<file path="config.mk">
export PLATFORM = sky130hd
export DESIGN_NAME = shift_seq_ctrl
export DESIGN_NICKNAME = d
export VERILOG_FILES = /design/src/rtl/shift_seq_ctrl.sv
export SDC_FILE = /design/constraint.sdc
export NUM_CORES = 1
export LEC_CHECK = 0
export ABC_AREA = 1
export BUFFER_PORTS_ARGS = -buffer_cell sky130_fd_sc_hd__buf_4
export CORE_UTILIZATION = 30
export DETAILED_ROUTE_END_ITERATION = 10
export PLACE_DENSITY = 0.5
export SLEW_MARGIN = 10
export SYNTH_ARGS = -nofsm -noshare
export SYNTH_HDL_FRONTEND = slang
export SYNTH_SLANG_ARGS = --single-unit
</file>
<file path="constraint.sdc">
create_clock -name clk -period 3.2 [get_ports clk]
set_input_delay 0.32 -clock clk [delete_from_list [all_inputs] [get_ports clk]]
set_output_delay 0.32 -clock clk [all_outputs]
set_load 0.01 [all_outputs]
</file>
<file path="src/rtl/shift_seq_ctrl.sv">
// shift_seq_ctrl: accepts a parallel word over valid/ready, shifts it out
// MSB-first on sout at one bit per DIV clocks while capturing N bits from
// sin, then presents the captured word with a one-cycle out_valid pulse.
module shift_seq_ctrl #(
    parameter int N   = 4,
    parameter int DIV = 1
) (
    input  logic         clk,
    input  logic         rst,
    input  logic [N-1:0] in_data,
    input  logic         in_valid,
    output logic         in_ready,
    input  logic         sin,
    output logic         sout,
    output logic         sframe,
    output logic [N-1:0] out_data,
    output logic         out_valid,
    output logic         busy
);

    localparam int BW = (N > 1) ? $clog2(N) : 1;
    localparam int DW = (DIV > 1) ? $clog2(DIV) : 1;
    localparam logic [BW-1:0] BCNT_LAST = BW'(N - 1);
    localparam logic [DW-1:0] DCNT_LAST = DW'(DIV - 1);

    typedef enum logic {
        IDLE  = 1'b0,
        SHIFT = 1'b1
    } state_t;

    state_t         state_reg, state_next;
    logic [N-1:0]   sr_reg, sr_next;
    logic [BW-1:0]  bcnt_reg, bcnt_next;
    logic [DW-1:0]  dcnt_reg, dcnt_next;
    logic [N-1:0]   out_data_reg, out_data_next;
    logic           out_valid_reg, out_valid_next;

    logic           bit_end;
    logic           word_end;
    logic           accept;
    logic [N-1:0]   shifted;

    // Shift register moved one place toward the MSB with sin entering at bit 0;
    // this is both the next shift-register value and the captured word.
    assign shifted[0] = sin;
    for (genvar gi = 1; gi < N; gi++) begin : g_shift
        assign shifted[gi] = sr_reg[gi-1];
    end

    assign bit_end  = (state_reg == SHIFT) && (dcnt_reg == DCNT_LAST);
    assign word_end = bit_end && (bcnt_reg == BCNT_LAST);

    // Ready depends only on registered state, so there is no path from in_valid.
    assign in_ready = (state_reg == IDLE) || word_end;
    assign accept   = in_valid && in_ready;

    assign sframe    = (state_reg == SHIFT);
    assign busy      = sframe;
    assign sout      = (state_reg == SHIFT) && sr_reg[N-1];
    assign out_data  = out_data_reg;
    assign out_valid = out_valid_reg;

    // Next-state logic: divider/bit counting, word completion and accept.
    always_comb begin
        state_next     = state_reg;
        sr_next        = sr_reg;
        bcnt_next      = bcnt_reg;
        dcnt_next      = dcnt_reg;
        out_data_next  = out_data_reg;
        out_valid_next = 1'b0;

        if (state_reg == SHIFT) begin
            if (bit_end) begin
                dcnt_next = '0;
                sr_next   = shifted;
                bcnt_next = bcnt_reg + BW'(1);
            end else begin
                dcnt_next = dcnt_reg + DW'(1);
            end

            if (word_end) begin
                out_data_next  = shifted;
                out_valid_next = 1'b1;
                bcnt_next      = '0;
                state_next     = IDLE;
            end
        end

        // A word accepted on the last bit edge overrides the return to IDLE,
        // giving gapless back-to-back framing.
        if (accept) begin
            sr_next    = in_data;
            bcnt_next  = '0;
            dcnt_next  = '0;
            state_next = SHIFT;
        end
    end

    // State register with synchronous active-low reset; a partial word is dropped.
    always_ff @(posedge clk) begin
        if (!rst) begin
            state_reg     <= IDLE;
            sr_reg        <= '0;
            bcnt_reg      <= '0;
            dcnt_reg      <= '0;
            out_data_reg  <= '0;
            out_valid_reg <= 1'b0;
        end else begin
            state_reg     <= state_next;
            sr_reg        <= sr_next;
            bcnt_reg      <= bcnt_next;
            dcnt_reg      <= dcnt_next;
            out_data_reg  <= out_data_next;
            out_valid_reg <= out_valid_next;
        end
    end

endmodule

</file>
After elaboration in Yosys (flattened, before gate mapping)
Index checks and enable logic that the tools add are counted.
W data, S select, Z words.

operators by class
  $add $sub $neg = 2
  equal/unequal tests = 1
  multiplexer cells = 10
  bitwise operators = 3
  reduce and logical (&&, ||, !) cells = 13

operators by type and width
  kind                   number
  $mux W4                3
  $reduce_and A2 Y1      4
  $reduce_bool A2 Y1     3
  $mux W1                5
  $logic_and A1 B1 Y1    4
  $mux W2                2
  $not A1 Y1             3
  $add A2 B1 Y2 const B  1
  $eq A2 B2 Y1 const B   1
  $reduce_or A2 Y1       1
  $add A1 B1 Y1 const B  1
  $logic_or A1 B1 Y1     1

storage, ports and cells
  register bits after elaboration = 13
  bits of input ports = 8
  output and inout port bits = 9
  logic and storage cells = 35

Logic depth before layout (Yosys ltp)
Gate-level depths: netlist of the first run.

  word-level depth = 7
  mapped depth = 8
  gate-level depth less buffers = 7

Worst setup path after synthesis of the first run
Ideal clock, no wire load.

  path kind = register -> output
  start = register bcnt_reg[0]
  end = output in_ready
  arrival = 0.910 ns
  setup slack = 1.970 ns
  stages on the path, launching flop included = 5
  buffers on the path = 1
  path through = dfxtp_1 ha_1 inv_2 o21ai_2 buf_6

on the way
  word-level cells in the longest chain between the ends = 3

ends and longest elaborated chain
  element                 RTL line  text
  from (decl)             33        logic [BW-1:0] bcnt_reg, bcnt_next;
  from (signal assigned)  111       bcnt_reg <= bcnt_next;
  $eq A2 B2 Y1            51        assign word_end = bit_end && (bcnt_reg == BCNT_LAST);
  $logic_and A1 B1 Y1     51
  $logic_or A1 B1 Y1      54        assign in_ready = (state_reg == IDLE) || word_end;
  to (decl)               12        output logic in_ready,

No other way between the ends.

Final worst setup path of the first run
Ends and elaborated chain as after synthesis.

==> flow_summary.toml, run 1 <==
[outcome]
outcome = "complete, no violations"

[critical_path]
crit_fanout = 11
regToRegEndpoint = "sr_reg[1]"
startpoint = "bcnt_reg[0]"
critical_path_buf_inv_count = 2
worstRegToRegCells = 6
crit_arrival_ps = 1520
path_delay_family = "flip-flops"
worstPathRequired_ps = 2880
critical_path.reg2reg.startpoint = "bcnt_reg[0]"
slowest_stage = "dfxtp_1"
crit_end = "in_ready"
path_cells = "ha_1, inv_2, o21ai_2, buf_4"
end_kind = "primary output"
crit_cells = 4
r2r_slack_ps = 1750
cp-start-kind = "flop"
criticalPathCategory = "reg -> out"
cp_slowest_stage_delay_ps = 360

[clock_network]
cts_setup_buffers = 0
cts_tree = "built"
cts_resized = 0
cts_buffers = 3
clk_pin_slew_ps = 80
cts_max_level = 1
ctsHoldBuffers = 0
cts_buffer_depth = 2
clock_latency_ps = 280
cts_sinks = 13
cts-root-buf = "clkbuf_4"

[place]
port_buffers = 16
dpl_cell_area_um2 = 732
gp_congestion = 0.727
dp_hpwl_um = 878

[route]
ant_nets = 0
drc = 0
drt_iter0_drc = 4
vias = 537
wl_um = 1180
wl_per_cell_um = 9.56
drt_pre_antenna_iters = 3
vias_per_cell = 4.37

[yosys]
avgSynthCellArea_um2 = 7.46
synth_area_leaders = "dfxtp_1 43%, nand2_1 9.9%, a21oi_1 9.1%"
synthArstFlopShare = 0
yosysTopAreaCell = "dfxtp_1"
synth_nets = 90
syn_area_um2 = 604
post-synth-top-count-cell = "nand2_1"
ys_ff_latch = 13
synth_common_cells = "16 x nand2_1, 13 x dfxtp_1, 11 x a21oi_1"
synthCells = 81
yosysSeqAreaShare = 0.431
synth_enable_flop_cells = 0
yosys_warnings = 0
synth_flop_cell = "dfxtp_1"
synth_cell_types = 17
synthDominantCellAreaShare = 0.431

[timing]
slew_viol_final = 0
relSlewSlack = 0.735
finalCritPeriodShare = 0.576
fmax_mhz = 542
finalSetupTns_ps = 0
rsz0062_at_grt = "false"
holdWs_ps = 336
skew_ps = 3.62
tightest_slew_ps = 397
setup_viol = 0
fin_crit_ps = 1840
hold_violations = 0

[floorplan]
start_util = 0.335
dieArea_um2 = 2200
io_pins = 17
die_h_um = 46.9
die_x_um = 46.9
core-area_um2 = 1800
rows = 15

[cells_and_area]
drive_gt1_frac = 0.265
fin_nets = 108
design_area_um2 = 758
area_growth_pct = 25.5
utilization = 0.421
antennaDiodeCount = 0

[global_route]
antenna_found_initial = 0
grt_pass1_vias = 449
grt_pass1_wl_um = 1880
grt_overflow = 0
grt_max_degree = 12
grt_use_total = 0.125

[job]
cap_violations = 0

[pwr]
leakage_nw = 0.348
pwr_density_cell_nw_per_um2 = 431
ir_drop_mv = 0.221

[hold_path]
holdCritPathClass = "in -> reg"
[per-stage QoR]
step	setup WS (ps)	total power [mW]	std cells
2_1_floorplan	1970	0.214	81
3_3_place_gp	1680	0.230	119
3_5_place_dp	1670	0.230	119
4_1_cts	1340	0.333	123
5_1_grt	1260	0.344	123
6_report	1360	0.327	123
[routing by layer]
layer / wire [um] / global-route usage / vias up
li1: - / - / 291
met1: 571 / 0.164 / 232
met2: 522 / 0.178 / 9
met3: 59 / 0.0577 / 5
met4: 22 / 0.0514 / 0
met5: 0 / 0 / -
[cells in the final DEF, fill, tap and decap left out, drive strengths merged]
master,count
ha,1
dfxtp,13
nand3,8
clkbuf,4
inv,11
nand4,1
buf,16
nand2,16
a21oi,11
nor2,11
o21ai,6
[power breakdown]
group / internal [mW] / leakage [nW] / switching, mW / total [mW]
Combinational: 0.0221 / 0.226 / 0.0284 / 0.0505
Clock: 0.0484 / 0.0150 / 0.0527 / 0.101
Sequential: 0.169 / 0.106 / 0.00654 / 0.175
[cells by family after synthesis]
kind of cell,after synthesis,synth area share
adder cells (fa/ha/maj),1,0.0207
AND/OR/NAND/NOR,36,0.271
AO/OA/AOI/OAI,17,0.166
flip-flops,13,0.431
buffers and inverters,14,0.112
[how the worst min path moves through the flow]
stage,from,end,slack (ps),depth (start not counted)
after floorplan,bcnt_reg[1],bcnt_reg[1],440,2
after global placement,bcnt_reg[1],bcnt_reg[1],450,2
after detailed placement,out_data[2],out_data[2],460,2
after CTS,rst,sr_reg[3],330,3
after global routing,rst,sr_reg[3],340,3
final,sin,out_data[0],340,3
[tightest hold or removal path, delay by kind of cell]
family / cells / cell delay (ps)
buffers and inverters: 1 / 110
AO/OA/AOI/OAI: 1 / 60
AND/OR/NAND/NOR: 1 / 70
[layout make-up]
class,instances,area (um^2)
Fill cell,205,1040
Multi-Input combinational cell,54,277
Sequential cell,13,260
Timing Repair Buffer,16,120
Inverter,11,43.8
Tap cell,25,31.3
Clock buffer,4,26.3
Power figures use the tool's default switching activity.
==> run 2, diff against run 1 <==
- PLACE_DENSITY: 0.5 -> 0.52
- clock period: 3.2 -> 1.5 ns (I/O delays scaled with it)
==> run 2 against run 1 <==
Count of clock-buffer cells in the layout unchanged. Via count up 2.4%. Utilization up 1.7 points. Combinational power up 130%. Die area unchanged. Clock skew about the same. Wire length down 0.85%. Critical path depth unchanged. Register-to-register slack worse by 1500 ps. Final cell count up 2.4%. Worst setup slack worse by 1300 ps.
==> flow_summary.toml, run 2 (synthesis gave the netlist of run 1 again) <==
[outcome]
outcome = "complete, no violations"

[critical_path]
path_delay_family = "flip-flops"
criticalPathCategory = "reg -> out"
regToRegEndpoint = "sr_reg[1]"
critical_path.reg2reg.startpoint = "bcnt_reg[0]"
critical_path_buf_inv_count = 2
end_kind = "primary output"
slowest_stage = "dfxtp_1"
cp_slowest_stage_delay_ps = 360
crit_arrival_ps = 1260
worstPathRequired_ps = 1350
r2r_slack_ps = 220
path_cells = "ha_1, inv_2, o21ai_4, buf_4"
worstRegToRegCells = 8
cp-start-kind = "flop"
crit_fanout = 7

[pwr]
ir_drop_mv = 0.612
switchingPower_mw = 0.187
power.share.clock = 0.304
pwr_density_cell_nw_per_um2 = 890
leakage_nw = 0.363
sw_frac_of_total = 0.266
pwr-share-seq = 0.534
power.share.combinational = 0.162
intPower_mw = 0.515

[cells_and_area]
drive_gt1_frac = 0.287
layout_common_cells = "19 x buf_4, 16 x nand2_1, 13 x dfxtp_1"
layout_commonest_cell = "buf_4"
area_growth_pct = 30.4
antennaDiodeCount = 0
fin_nets = 111

[hold_path]
holdPathStages = 3
min_from = "sin"
holdPathEnd = "out_data[0]"
holdCritPathClass = "in -> reg"

[timing]
tightest_slew_ps = 330
fin_crit_ps = 1410
setup_viol = 0
rsz0062_at_grt = "false"
skew_ps = 3.59
finalSetupTns_ps = 0
relSlewSlack = 0.780
slew_viol_final = 0
layout_setup_ws_ps = 89.7
hold_violations = 0
fmax_mhz = 709
finalCritPeriodShare = 0.940

[floorplan]
rows = 15
io_pins = 17
start_util = 0.335
dieArea_um2 = 2200
core-area_um2 = 1800
die_h_um = 46.9
die_x_um = 46.9

[place]
port_buffers = 16
dpl_worst_slack_ps = 202
dp_hpwl_um = 881
gp_congestion = 0.758

[route]
wl_per_cell_um = 9.25
drt_iter0_drc = 5
wl_um = 1170
vias_per_cell = 4.37
ant_nets = 0
vias = 550
drt_pre_antenna_iters = 4
drc = 0

[clock_network]
cts_sinks = 13
clock_latency_ps = 270
cts_max_level = 1
ctsHoldBuffers = 0
cts_buffer_depth = 2
cts-root-buf = "clkbuf_4"
cts_tree = "built"
clk_pin_slew_ps = 80
cts_buffers = 3

[global_route]
grt_use_met1 = 0.161
antenna_found_initial = 0
grt_use_total = 0.119
grt_overflow = 0
grt_pass1_wl_um = 1810
grt_max_degree = 12
top_usage_layer = "met2"
grtUsageMet2 = 0.167
grt_pass1_vias = 429
grt_use_met3 = 0.0577

[job]
cap_violations = 0
## run 2: cell types whose count changed in the layout (fill, tap and decap cells not counted)
cell / previous run / this run
o21ai_2: 1 / 0
o21ai_4: 1 / 2
buf_4: 16 / 19
## run 2: layout make-up
| type | count | area, um^2 |
|---|---|---|
| flip-flops and latches | 13 | 260 |
| inverters | 11 | 43.8 |
| repair buffers | 19 | 143 |
| clock buffers | 4 | 26.3 |
| multi-input cells | 54 | 284 |
| fillers | 200 | 1010 |
| well taps | 25 | 31.3 |
## run 2: power by group through the flow
stage                     Combinational [mW]  Sequential (mW)  Clock (mW)
final                                  0.114            0.375       0.214
after global routing                   0.127            0.377       0.243
after CTS                              0.109            0.375       0.227
after detailed placement               0.108            0.382           0
after global placement                 0.108            0.382           0
after floorplan                       0.0770            0.380           0
## run 2: worst max-delay path by stage
stage,from,endpoint,cells after the start
floorplan,bcnt_reg[0],sr_reg[0],7
global placement,bcnt_reg[0],sr_reg[0],7
detailed placement,bcnt_reg[0],sr_reg[2],6
CTS,bcnt_reg[0],in_ready,4
global route,bcnt_reg[0],in_ready,4
finish,bcnt_reg[0],in_ready,4
## run 2: metal layers
| layer | vias to the layer above | share of wire |
|---|---|---|
| met5 | - | 0 |
| met4 | 0 | 0.0069 |
| met3 | 2 | 0.041 |
| met2 | 8 | 0.47 |
| met1 | 239 | 0.48 |
| li1 | 301 | - |
## run 2: worst min-delay path, stage by stage
cell and delay, ps:
buf_4 110, nand3_1 70, a21oi_1 60
## run 2: through the flow
step	instances	area [um^2]	utilization	total power [mW]	hold WS [ps]
2_1_floorplan	81	604	-	0.457	295
3_3_place_gp	120	739	0.410	0.491	452
3_5_place_dp	120	739	0.410	0.490	454
4_1_cts	124	773	0.429	0.712	157
5_1_grt	126	788	0.438	0.748	162
6_report	126	788	0.438	0.702	167
## run 2: what timing repair did
item | in CTS | in global routing
pin swaps | 0 | 1
hold endpoints to repair | 0 | 0
setup endpoints to repair | 1 | 1
gates resized for setup | 1 | 0
setup buffers | 0 | 2
==> run 3, diff against run 2 <==
- CELL_PAD_IN_SITES_DETAIL_PLACEMENT: unset -> 0
- CELL_PAD_IN_SITES_GLOBAL_PLACEMENT: unset -> 1
- PLACE_DENSITY: 0.52 -> 0.66
- clock period: 1.5 -> 1.4 ns (I/O delays scaled with it)
==> run 3 against run 2 <==
Non-clock buffer count is 2 higher. Utilization grew 0.69 points. Worst hold slack lost 21 ps. Combinational power increased by 14%. Largest power group unchanged. Power increased by 8.6%. First-iteration DRC count down 40%. Critical endpoint unchanged. Flip-flop and latch count did not move. Highest routed layer unchanged. Worst setup slack got worse by 22 ps. Sequential share of layout area fell by 0.36 points.
==> flow_summary.toml, run 3 (synthesis gave the netlist of run 1 again) <==
[clock_network]
cts_sinks = 13
clk_pin_slew_ps = 80
cts_max_level = 1
cts_buffer_depth = 2
ctsHoldBuffers = 0
clock_latency_ps = 280
cts-root-buf = "clkbuf_4"
cts_buffers = 3
cts_tree = "built"

[global_route]
grt_use_total = 0.142
grt_pass1_wl_um = 2070
grt_overflow = 0
grt_pass1_vias = 497
antenna_found_initial = 0
grt_max_degree = 12

[timing]
holdWs_ps = 146
fmax_mhz = 751
setup_viol = 0
tightest_slew_ps = 284
slew_viol_final = 0
fin_crit_ps = 1330
skew_ps = 6.14
hold_violations = 0
relSlewSlack = 0.810
finalCritPeriodShare = 0.951
finalSetupTns_ps = 0
rsz0062_at_grt = "false"

[hold_path]
holdPathStages = 3
min_from = "sin"
holdPathEnd = "out_data[0]"
holdCritPathClass = "in -> reg"

[route]
drc = 0
drt_iter0_drc = 3
wl_um = 1250
drt_pre_antenna_iters = 2
wl_per_cell_um = 9.76
vias = 566
vias_per_cell = 4.42
ant_nets = 0

[critical_path]
crit_arrival_ps = 1190
cp-start-kind = "flop"
worstRegToRegCells = 9
cp_slowest_stage_delay_ps = 330
regToRegEndpoint = "sr_reg[2]"
critical_path.reg2reg.startpoint = "bcnt_reg[0]"
worstPathRequired_ps = 1260
r2r_slack_ps = 150
criticalPathCategory = "reg -> out"
end_kind = "primary output"
crit_fanout = 6
path_cells = "ha_1, inv_2, o21ai_2, buf_6, buf_4"
slowest_stage = "dfxtp_2"

[outcome]
outcome = "complete, no violations"

[cells_and_area]
drive_gt1_frac = 0.311
layout_commonest_cell = "buf_4"
area_growth_pct = 32.5
antennaDiodeCount = 0
fin_nets = 113
layout_common_cells = "20 x buf_4, 16 x nand2_1, 12 x dfxtp_1"

[job]
cap_violations = 0

[pwr]
leakage_nw = 0.373
ir_drop_mv = 0.649
pwr_density_cell_nw_per_um2 = 952

[floorplan]
core-area_um2 = 1800
die_x_um = 46.9
start_util = 0.335
dieArea_um2 = 2200
die_h_um = 46.9
rows = 15
io_pins = 17

[place]
port_buffers = 16
dp_hpwl_um = 925
gp_congestion = 0.721
-- run 3: cell count changes in the layout (fill, tap and decap cells not counted) --
cell / before / now
buf_6: 0 / 1
o21ai_4: 2 / 1
o21ai_2: 0 / 1
dfxtp_2: 0 / 1
dfxtp_1: 13 / 12
buf_4: 19 / 20
-- run 3: metal layers --
metal / part of all wire / wire length (um) / global-route usage
met3: 0.048 / 60 / 0.0692
met5: 0 / 0 / 0
met1: 0.50 / 620 / 0.176
met2: 0.44 / 555 / 0.206
met4: 0.0096 / 12 / 0.0686
-- run 3: worst max-delay path by stage --
stage	startpoint	to	slack, ps	depth (start not counted)
2_1_floorplan	bcnt_reg[0]	sr_reg[0]	190	7
3_3_place_gp	busy	sr_reg[2]	190	7
3_5_place_dp	busy	sr_reg[2]	170	7
4_1_cts	bcnt_reg[1]	in_ready	10	5
5_1_grt	bcnt_reg[0]	in_ready	7	5
6_report	bcnt_reg[0]	in_ready	70	5
-- run 3: area by class of cell --
cell class | count | area, um^2
clock buffers | 4 | 26.3
fillers | 207 | 1000
inverters | 11 | 43.8
multi-input cells | 54 | 277
flip-flops and latches | 13 | 262
well taps | 25 | 31.3
repair buffers | 21 | 161
-- run 3: worst max-delay path, delay by kind of cell, from the launching register on --
family	cells	cell delay, ps
DFF	1	330
adders and majority gates	1	210
buffers and inverters	3	330
AOI/OAI and AO/OA	1	50
-- run 3: metrics by stage --
stage          cells  worst slack, ps  power [mW]  instance area, um^2   util
2_1_floorplan     81              185       0.489                  604      -
3_3_place_gp     121              192       0.530                  747  0.415
3_5_place_dp     121              174       0.531                  747  0.415
4_1_cts          125             14.2       0.770                  778  0.432
5_1_grt          128             6.63       0.805                  801  0.444
6_report         128             68.0       0.762                  801  0.444
-- run 3: timing repair --
| item | 4_1_cts | 5_1_grt |
|---|---|---|
| setup endpoints to repair | 1 | 1 |
| gates resized for setup | 2 | 0 |
| cloned | 0 | 0 |
| setup buffers | 0 | 3 |
-- run 3: power by group --
| part | internal (mW) | switching (mW) |
|---|---|---|
| Clock | 0.110 | 0.121 |
| Sequential | 0.386 | 0.0153 |
| Combinational | 0.0617 | 0.0681 |
| Total | 0.558 | 0.204 |
